**src/rtl/tag_ram_arbiter_pkg.sv**
```systemverilog
// -----------------------------------------------------------------------------
// tag_arb_pkg
// Shared types and constants for the tag RAM arbiter slice.
//   arb_state_e : controller FSM states (RST_WAIT, INIT, RUN)
//   STATS_W     : width of the optional hit/miss counters
//   valid_bit() : bit position of the valid flag inside a RAM word
// Optional feature macro used by the slice: TAG_ARB_STATS_EN
// -----------------------------------------------------------------------------
package tag_arb_pkg;

    typedef enum logic [1:0] {
        RST_WAIT = 2'd0,
        INIT     = 2'd1,
        RUN      = 2'd2
    } arb_state_e;

    localparam int STATS_W = 16;

    // The valid flag sits directly above the tag bits in every RAM word.
    function automatic int valid_bit(input int twidth);
        return twidth;
    endfunction

endpackage

```
**src/rtl/tag_ram_arbiter_if.sv**
```systemverilog
// -----------------------------------------------------------------------------
// tag_ram_arbiter_if
// Bundles the lookup port, fill port, init status and tag RAM bus.
//   slave  : the arbiter (drives grants, lookup result, init_busy, RAM controls)
//   master : the cache controller plus RAM instance (drives requests, ram_dout)
// With TAG_ARB_STATS_EN defined, stats_clr, hit_cnt and miss_cnt are added.
// -----------------------------------------------------------------------------
interface tag_ram_arbiter_if #(
    parameter int AWIDTH = 3,
    parameter int TWIDTH = 6
);
    import tag_arb_pkg::*;

    logic              lk_req;
    logic [AWIDTH-1:0] lk_index;
    logic [TWIDTH-1:0] lk_tag;
    logic              lk_gnt;
    logic              lk_done;
    logic              lk_hit;

    logic              fl_req;
    logic [AWIDTH-1:0] fl_index;
    logic [TWIDTH-1:0] fl_tag;
    logic              fl_valid;
    logic              fl_gnt;

    logic              init_busy;

    logic [AWIDTH-1:0] ram_addr;
    logic [TWIDTH:0]   ram_din;
    logic              ram_we;
    logic [TWIDTH:0]   ram_dout;

`ifdef TAG_ARB_STATS_EN
    logic               stats_clr;
    logic [STATS_W-1:0] hit_cnt;
    logic [STATS_W-1:0] miss_cnt;
`endif

    modport slave (
`ifdef TAG_ARB_STATS_EN
        input  stats_clr,
        output hit_cnt, miss_cnt,
`endif
        input  lk_req, lk_index, lk_tag,
        output lk_gnt, lk_done, lk_hit,
        input  fl_req, fl_index, fl_tag, fl_valid,
        output fl_gnt,
        output init_busy,
        output ram_addr, ram_din, ram_we,
        input  ram_dout
    );

    modport master (
`ifdef TAG_ARB_STATS_EN
        output stats_clr,
        input  hit_cnt, miss_cnt,
`endif
        output lk_req, lk_index, lk_tag,
        input  lk_gnt, lk_done, lk_hit,
        output fl_req, fl_index, fl_tag, fl_valid,
        input  fl_gnt,
        input  init_busy,
        input  ram_addr, ram_din, ram_we,
        output ram_dout
    );

endinterface

```
**src/rtl/tag_ram_arbiter_rr_arb2.sv**
```systemverilog
// -----------------------------------------------------------------------------
// rr_arb2
// Two-way round-robin arbiter with a single-bit pointer.
//   clock, reset_n : clock and asynchronous active-low reset
//   run            : arbitration enabled (no grants while low)
//   req[1:0]       : requests, bit 0 = fill, bit 1 = lookup
//   gnt[1:0]       : one-hot grant, same bit order as req
// -----------------------------------------------------------------------------
module rr_arb2 (
    input  logic       clock,
    input  logic       reset_n,
    input  logic       run,
    input  logic [1:0] req,
    output logic [1:0] gnt
);

    logic rr_q;
    logic rr_d;

    // A lone requester wins outright. On a conflict the pointer picks the
    // winner (0 = fill, 1 = lookup) and then flips so the loser wins next time,
    // which bounds every requester's wait to a single cycle.
    always_comb begin
        gnt  = 2'b00;
        rr_d = rr_q;
        if (run) begin
            if (req == 2'b11) begin
                gnt  = rr_q ? 2'b10 : 2'b01;
                rr_d = ~rr_q;
            end else begin
                gnt = req;
            end
        end
    end

    // Pointer register; starts out favouring the fill side.
    always_ff @(posedge clock or negedge reset_n) begin
        if (!reset_n) begin
            rr_q <= 1'b0;
        end else begin
            rr_q <= rr_d;
        end
    end

endmodule

```
**src/rtl/tag_ram_arbiter.sv**
```systemverilog
// -----------------------------------------------------------------------------
// tag_ram_arbiter
// Sequencer/arbiter in front of a single-port, synchronous-read tag RAM.
// After reset it clears every entry, then shares the RAM between a lookup
// requester (read + tag compare) and a fill requester (tag write).
//   clock, reset_n : clock and asynchronous active-low reset
//   bus (slave)    : lookup port, fill port, init_busy and the tag RAM bus
// Optional feature: TAG_ARB_STATS_EN adds saturating hit/miss counters with
// a synchronous clear (stats_clr).
// -----------------------------------------------------------------------------
module tag_ram_arbiter
    import tag_arb_pkg::*;
#(
    parameter int AWIDTH = 3,
    parameter int TWIDTH = 6
) (
    input  logic              clock,
    input  logic              reset_n,
    tag_ram_arbiter_if.slave  bus
);

    localparam int DEPTH = 1 << AWIDTH;
    localparam int VB    = valid_bit(TWIDTH);

    arb_state_e        state_q;
    arb_state_e        state_d;
    logic [AWIDTH-1:0] sweepCnt_q;
    logic [AWIDTH-1:0] sweepCnt_d;
    logic [AWIDTH-1:0] lastAddr_q;
    logic              lkPend_q;
    logic [TWIDTH-1:0] lkTag_q;

    logic [1:0]        arbGnt;
    logic [AWIDTH-1:0] ramAddr;
    logic [TWIDTH:0]   ramDin;
    logic              ramWe;
    logic              lkHit;

    rr_arb2 u_rr_arb2 (
        .clock   (clock),
        .reset_n (reset_n),
        .run     (state_q == RUN),
        .req     ({bus.lk_req, bus.fl_req}),
        .gnt     (arbGnt)
    );

    // Next-state and RAM mux. While idle the address bus keeps its last value
    // so the RAM sees no needless toggling; write data idles at zero.
    always_comb begin
        state_d    = state_q;
        sweepCnt_d = sweepCnt_q;
        ramAddr    = lastAddr_q;
        ramDin     = '0;
        ramWe      = 1'b0;
        case (state_q)
            RST_WAIT: begin
                state_d = INIT;
            end
            INIT: begin
                ramAddr = sweepCnt_q;
                ramWe   = 1'b1;
                if (sweepCnt_q == AWIDTH'(DEPTH - 1)) begin
                    state_d    = RUN;
                    sweepCnt_d = '0;
                end else begin
                    sweepCnt_d = sweepCnt_q + AWIDTH'(1);
                end
            end
            RUN: begin
                if (arbGnt[0]) begin
                    ramAddr = bus.fl_index;
                    ramDin  = {bus.fl_valid, bus.fl_tag};
                    ramWe   = 1'b1;
                end else if (arbGnt[1]) begin
                    ramAddr = bus.lk_index;
                end
            end
            default: begin
                state_d = RST_WAIT;
            end
        endcase
    end

    // State, sweep counter and the held RAM address.
    always_ff @(posedge clock or negedge reset_n) begin
        if (!reset_n) begin
            state_q    <= RST_WAIT;
            sweepCnt_q <= '0;
            lastAddr_q <= '0;
        end else begin
            state_q    <= state_d;
            sweepCnt_q <= sweepCnt_d;
            lastAddr_q <= ramAddr;
        end
    end

    // Lookup pipeline: remember the tag of a granted lookup so it can be
    // compared against the RAM word that appears one cycle later.
    always_ff @(posedge clock or negedge reset_n) begin
        if (!reset_n) begin
            lkPend_q <= 1'b0;
            lkTag_q  <= '0;
        end else begin
            lkPend_q <= arbGnt[1];
            if (arbGnt[1]) begin
                lkTag_q <= bus.lk_tag;
            end
        end
    end

    assign lkHit = lkPend_q && bus.ram_dout[VB] &&
                   (bus.ram_dout[TWIDTH-1:0] == lkTag_q);

    assign bus.fl_gnt    = arbGnt[0];
    assign bus.lk_gnt    = arbGnt[1];
    assign bus.lk_done   = lkPend_q;
    assign bus.lk_hit    = lkHit;
    assign bus.init_busy = (state_q != RUN);
    assign bus.ram_addr  = ramAddr;
    assign bus.ram_din   = ramDin;
    assign bus.ram_we    = ramWe;

`ifdef TAG_ARB_STATS_EN
    logic [STATS_W-1:0] hitCnt_q;
    logic [STATS_W-1:0] missCnt_q;

    // Saturating hit/miss counters; a clear in the same cycle as a completed
    // lookup takes priority and the lookup is not counted.
    always_ff @(posedge clock or negedge reset_n) begin
        if (!reset_n) begin
            hitCnt_q  <= '0;
            missCnt_q <= '0;
        end else if (bus.stats_clr) begin
            hitCnt_q  <= '0;
            missCnt_q <= '0;
        end else if (lkPend_q) begin
            if (lkHit) begin
                if (hitCnt_q != '1) begin
                    hitCnt_q <= hitCnt_q + STATS_W'(1);
                end
            end else begin
                if (missCnt_q != '1) begin
                    missCnt_q <= missCnt_q + STATS_W'(1);
                end
            end
        end
    end

    assign bus.hit_cnt  = hitCnt_q;
    assign bus.miss_cnt = missCnt_q;
`endif

endmodule

```
**src/flat_wrapper.sv**
```systemverilog
// flat-port wrapper written by rule: the top's interface ports become plain ports
module tag_ram_arbiter_flat import tag_arb_pkg::*;
#(
    parameter int AWIDTH = 3,
    parameter int TWIDTH = 6
)
  (clock, reset_n, bus_lk_req, bus_lk_index, bus_lk_tag, bus_lk_gnt, bus_lk_done, bus_lk_hit, bus_fl_req, bus_fl_index, bus_fl_tag, bus_fl_valid, bus_fl_gnt, bus_init_busy, bus_ram_addr, bus_ram_din, bus_ram_we, bus_ram_dout);
  tag_ram_arbiter_if #(.AWIDTH(AWIDTH), .TWIDTH(TWIDTH)) bus_i ();
  input  logic clock;
  input  logic reset_n;
  input wire logic [$bits(bus_i.lk_req)-1:0] bus_lk_req;
  input wire logic [$bits(bus_i.lk_index)-1:0] bus_lk_index;
  input wire logic [$bits(bus_i.lk_tag)-1:0] bus_lk_tag;
  output wire logic [$bits(bus_i.lk_gnt)-1:0] bus_lk_gnt;
  output wire logic [$bits(bus_i.lk_done)-1:0] bus_lk_done;
  output wire logic [$bits(bus_i.lk_hit)-1:0] bus_lk_hit;
  input wire logic [$bits(bus_i.fl_req)-1:0] bus_fl_req;
  input wire logic [$bits(bus_i.fl_index)-1:0] bus_fl_index;
  input wire logic [$bits(bus_i.fl_tag)-1:0] bus_fl_tag;
  input wire logic [$bits(bus_i.fl_valid)-1:0] bus_fl_valid;
  output wire logic [$bits(bus_i.fl_gnt)-1:0] bus_fl_gnt;
  output wire logic [$bits(bus_i.init_busy)-1:0] bus_init_busy;
  output wire logic [$bits(bus_i.ram_addr)-1:0] bus_ram_addr;
  output wire logic [$bits(bus_i.ram_din)-1:0] bus_ram_din;
  output wire logic [$bits(bus_i.ram_we)-1:0] bus_ram_we;
  input wire logic [$bits(bus_i.ram_dout)-1:0] bus_ram_dout;
  assign bus_i.lk_req = bus_lk_req;
  assign bus_i.lk_index = bus_lk_index;
  assign bus_i.lk_tag = bus_lk_tag;
  assign bus_lk_gnt = bus_i.lk_gnt;
  assign bus_lk_done = bus_i.lk_done;
  assign bus_lk_hit = bus_i.lk_hit;
  assign bus_i.fl_req = bus_fl_req;
  assign bus_i.fl_index = bus_fl_index;
  assign bus_i.fl_tag = bus_fl_tag;
  assign bus_i.fl_valid = bus_fl_valid;
  assign bus_fl_gnt = bus_i.fl_gnt;
  assign bus_init_busy = bus_i.init_busy;
  assign bus_ram_addr = bus_i.ram_addr;
  assign bus_ram_din = bus_i.ram_din;
  assign bus_ram_we = bus_i.ram_we;
  assign bus_i.ram_dout = bus_ram_dout;
  tag_ram_arbiter #(.AWIDTH(AWIDTH), .TWIDTH(TWIDTH)) u_core (.clock(clock), .reset_n(reset_n), .bus(bus_i));
endmodule
```
**config.mk**
```make
export PLATFORM = sky130hd
export DESIGN_NAME = tag_ram_arbiter_flat
export DESIGN_NICKNAME = d
export VERILOG_FILES = /design/src/rtl/tag_ram_arbiter_pkg.sv /design/src/rtl/tag_ram_arbiter_if.sv /design/src/rtl/tag_ram_arbiter_rr_arb2.sv /design/src/rtl/tag_ram_arbiter.sv /design/src/flat_wrapper.sv
export SDC_FILE = /design/constraint.sdc
export NUM_CORES = 1
export LEC_CHECK = 0
export CORE_MARGIN = 1.5
export CORE_UTILIZATION = 35
export DETAILED_ROUTE_END_ITERATION = 12
export GPL_ROUTABILITY_DRIVEN = 0
export HOLD_SLACK_MARGIN = 0.03
export PLACE_DENSITY = 0.83
export SLEW_MARGIN = 5
export SYNTH_ARGS = -nofsm -noshare
export SYNTH_HDL_FRONTEND = slang
export SYNTH_HIERARCHICAL = 1
export SYNTH_SLANG_ARGS = --single-unit
export TNS_END_PERCENT = 100
```
**constraint.sdc**
```tcl
create_clock -name clock -period 3.3 [get_ports clock]
set_clock_uncertainty 0.2 [all_clocks]
set_input_delay 0.495 -clock clock [delete_from_list [all_inputs] [get_ports clock]]
set_output_delay 0.495 -clock clock [all_outputs]
set_load 0.05 [all_outputs]
```
==> summary.md <==
Counting flops with a built-in enable in the synthesized netlist gives 0. STA classifies the critical path endpoint as an output pin. For the number of placed instances, taps included, the log shows 160. In the synthesized netlist the dominant register cell turns out to be sky130_fd_sc_hd__dfrtp_1.

Number of antenna diodes: 0. At the pin with the least slew margin, the transition time is 0.709 ns. After detailed routing, the number of vias per cell comes to 5.05.

The floorplan step set the die height to 55.1 um. The overall fraction of global-route tracks in use is 18.4%, and the final core area utilization is 64.4%. For the HPWL after detailed placement, the log shows 1990 um. Width of the chip: 55.1 um. The largest fanout on the critical path is 4.

The first-pass GRT wire length is 3800 um, and the effective utilization at floorplan is 37.7%. The run gives 46 as the count of boundary I/O pins. The routed length per placed instance was 15.0 um. For this design the static power due to leakage is 0.000739 uW. The count of H-tree levels built during CTS was 1. The worst path in the final design needs a cycle of 2.92 ns, including I/O delays and setup. In the layout the commonest cells are sky130_fd_sc_hd__clkdlybuf4s50_1 (31), sky130_fd_sc_hd__dfrtp_1 (16), sky130_fd_sc_hd__buf_12 (13), sky130_fd_sc_hd__mux2_2 (11), sky130_fd_sc_hd__and3_1 (7). The cell area after layout came out at 1630 um^2.

Across all layers, the routed design uses 828 vias. The floorplan step defined a die boundary enclosing 3040 um^2. Number of global-route vias before repair: 871. Summed over all layers, the routed wires come to 2470 um.

For the fmax, the log shows 343 MHz. Global routing finished with a remaining overflow of 0. The final max-slew violation count is 0, and the share of synthesized registers carrying an async set or reset is 100%. STA classifies the critical path startpoint as a register.

The count of buffers added on input and output ports is 45. The run gives 16 as the number of sinks on the clock net. The tools report the maximum buffer depth of the clock tree as 2. After synthesis, the cell types taking the most area are sky130_fd_sc_hd__dfrtp_1 (42%), sky130_fd_sc_hd__mux2_2 (13%), sky130_fd_sc_hd__ha_1 (7.9%), sky130_fd_sc_hd__mux2_4 (4.7%), sky130_fd_sc_hd__and3_1 (4.6%). Entering global routing, the biggest net connects 17 pins. The average instance in the mapped netlist occupies 11.1 um^2. Combinational logic is responsible for 51.3% of the overall power. The combined buffer and inverter count along the critical path is 2. The post-synthesis net count was 122. The tools report the number of optimization iterations in the first detailed-route pass as 4. Largest area contributor in the netlist: sky130_fd_sc_hd__dfrtp_1. In this run switching power makes up 36.4% of total power. The placed instances occupy a cell area of 1590 um^2. The count of cells in the finished layout, fillers not included, comes to 164. Sequential cells were found to cover 42.1% of the synthesized design area. For the worst setup path, the data required time is 2.60 ns. The fraction of power consumed by the clock network was 16.6%. The run gives 3 as the TritonCTS buffer count. The initial antenna violation count is 0, and the setup total negative slack is 0 ns. In this run the standard cell core region covers 2520 um^2. After the first detailed-routing iteration, the DRC count stood at 12. Clock latency on the worst-skew pair, taken at its later pin, is 0.30 ns. Timing analysis after detailed placement gives a worst setup slack of 0.406 ns. Setup violations remaining at the end of the flow were counted as 0. The run gives 6 as the number of warnings reported in the yosys synthesis log. In this run the worst hold path is classified as register to register. The sequential cell fraction of total power was 32.0%. The worst-case IR drop observed on VDD is 0.470 mV. The buffer type at the clock tree root was sky130_fd_sc_hd__clkbuf_4.

In this design, the largest share of critical-path delay is due to compound AO/OA/AOI/OAI gates. In the final design database the tool counted 171 nets. Walking the worst path, the cells encountered are inv_1 > ha_1 > nand2_1 > a21oi_2 > mux2_4 > o211ai_2 > a31oi_2 > buf_12. The tools report the remaining routing DRC violations as 0. The most common cell after layout, fill and taps aside is sky130_fd_sc_hd__clkdlybuf4s50_1. In this run, post-CTS repair resized a total of 0 instances. The run finished with clean final reports. The top cell type by area accounts for 42.1% of the synthesized area. Of the cells placed in the final design, the portion with a size suffix greater than 1 is 32.1%. The number of antenna-violating nets in the routed design is 0.

Setup repair after global routing left no endpoint under its margin. Master of the slowest instance on the critical path: sky130_fd_sc_hd__dfrtp_1. The tools report the worst endpoint data arrival time as 2.22 ns.

The tool flagged a number of max-cap violations equal to 0. After synthesis the netlist holds a flip-flop and latch count of 16. TritonCTS built the clock tree. The worst path uses 88.4% of the clock period.

For the number of rows created at floorplan, the log shows 18. After clock tree synthesis, the clock-pin slew on the worst setup and hold paths is 0.10 ns. The headroom to the max-slew limit is 52.6%, and the number of hold-slack violations in the final timing report is 0. The internal power of the cells totals 522 uW. The signed area change from the synthesized netlist to the final layout came out at 70.9%.

The synthesized netlist cell count came out at 86. Summed over all nets, the switching power comes to 299 uW. Post-synthesis cell type count: 20.

The worst setup path is of the register to output pin kind. Power spread over the standard cell area amounts to 505 nW/um^2. In this run the post-CTS setup repair buffer count came out at 0. The setup slack of the critical path after layout was 0.383 ns. For the cell area after technology mapping, the log shows 951 um^2.

The run gives 0 as the hold buffer count at CTS. In this design, the stage delay of the slowest critical-path cell is 0.42 ns.
==> flip-flops by register name (all words and copies together) (netlist names) <==
| signal | count |
|---|---|
| u_core/state_q | 2 |
| u_core/sweepCnt_q | 3 |
| u_core/lastAddr_q | 3 |
| u_core/lkTag_q | 6 |
| u_core/u_rr_arb2/rr_q | 1 |
| u_core/bus.lk_done | 1 |
==> layout make-up <==
cell class	instances	area (um^2)
Fill cell	204	897
Tap cell	30	37.5
Multi-Input combinational cell	61	532
Inverter	5	18.8
Clock buffer	4	36.3
Sequential cell	16	400
Timing Repair Buffer	48	601
==> worst reg2reg max path, stage by stage (launching register included) <==
cell	delay, ns
sky130_fd_sc_hd__dfrtp_1	0.42
sky130_fd_sc_hd__inv_1	0.10
sky130_fd_sc_hd__ha_1	0.22
sky130_fd_sc_hd__nand2_1	0.08
sky130_fd_sc_hd__a21oi_2	0.26
sky130_fd_sc_hd__mux2_4	0.34
sky130_fd_sc_hd__o211ai_2	0.17
sky130_fd_sc_hd__a31oi_2	0.15
==> final timing paths <==
kind | from | to | slack (ns) | depth (start not counted)
worst max-delay path | u_core/state_q[0] | bus_ram_addr[0] | 0.38 | 8
worst min-delay path | u_core/lkTag_q[2] | u_core/lkTag_q[2] | 0.34 | 1
worst max register to register | u_core/state_q[0] | u_core/lastAddr_q[0] | 1.22 | 7
worst min register to register | u_core/lkTag_q[2] | u_core/lkTag_q[2] | 0.34 | 1
max in group asynchronous | reset_n | u_core/u_rr_arb2/rr_q | 2.04 | 1
min in group asynchronous | reset_n | u_core/lkTag_q[0] | 0.41 | 1
==> per-layer routing <==
layer / share of wire (%) / global-route usage (%) / up-vias
met5: 0 / 0 / -
li1: - / - / 390
met3: 11 / 5.11 / 2
met4: 1.1 / 8.13 / 0
met2: 51 / 35.5 / 42
met1: 36 / 17.9 / 394
==> per-stage QoR <==
| step | power (uW) | hold slack, ns |
|---|---|---|
| global placement | 681 | 0.302 |
| finish | 821 | 0.337 |
| global route | 862 | 0.365 |
| detailed placement | 691 | 0.325 |
| CTS | 829 | 0.342 |
| floorplan | 499 | -0.000591 |
==> power by group through the flow <==
stage	Clock (uW)	Combinational [uW]	Sequential [uW]
2_1_floorplan	0	229	270
3_3_place_gp	0	417	265
3_5_place_dp	0	424	267
4_1_cts	140	427	263
5_1_grt	148	446	268
6_report	137	422	263
==> cell families after synthesis <==
family                     count (synthesis)  synth area share, %
AOI/OAI and AO/OA                         10                 8.03
xor gates and xnor gates                   7                 6.45
adders and majority gates                  6                 7.89
buffers and inverters                      9                 4.74
DFF                                       16                 42.1
muxes                                     14                 17.8
and+or+nand+nor                           24                 13.0
==> synth_stat cells (3+ instances only) <==
master / number
sky130_fd_sc_hd__mux2_4: 3
sky130_fd_sc_hd__a21oi_1: 4
sky130_fd_sc_hd__ha_1: 6
sky130_fd_sc_hd__nand2b_1: 3
sky130_fd_sc_hd__mux2_2: 11
sky130_fd_sc_hd__and3_1: 7
sky130_fd_sc_hd__a31oi_1: 3
sky130_fd_sc_hd__nand3_1: 3
sky130_fd_sc_hd__nand2_1: 5
sky130_fd_sc_hd__dfrtp_1: 16
sky130_fd_sc_hd__xnor2_1: 5
sky130_fd_sc_hd__nor2_1: 4
sky130_fd_sc_hd__o211ai_2: 3
sky130_fd_sc_hd__inv_1: 5
No activity file was read; power rests on OpenSTA's default activity.
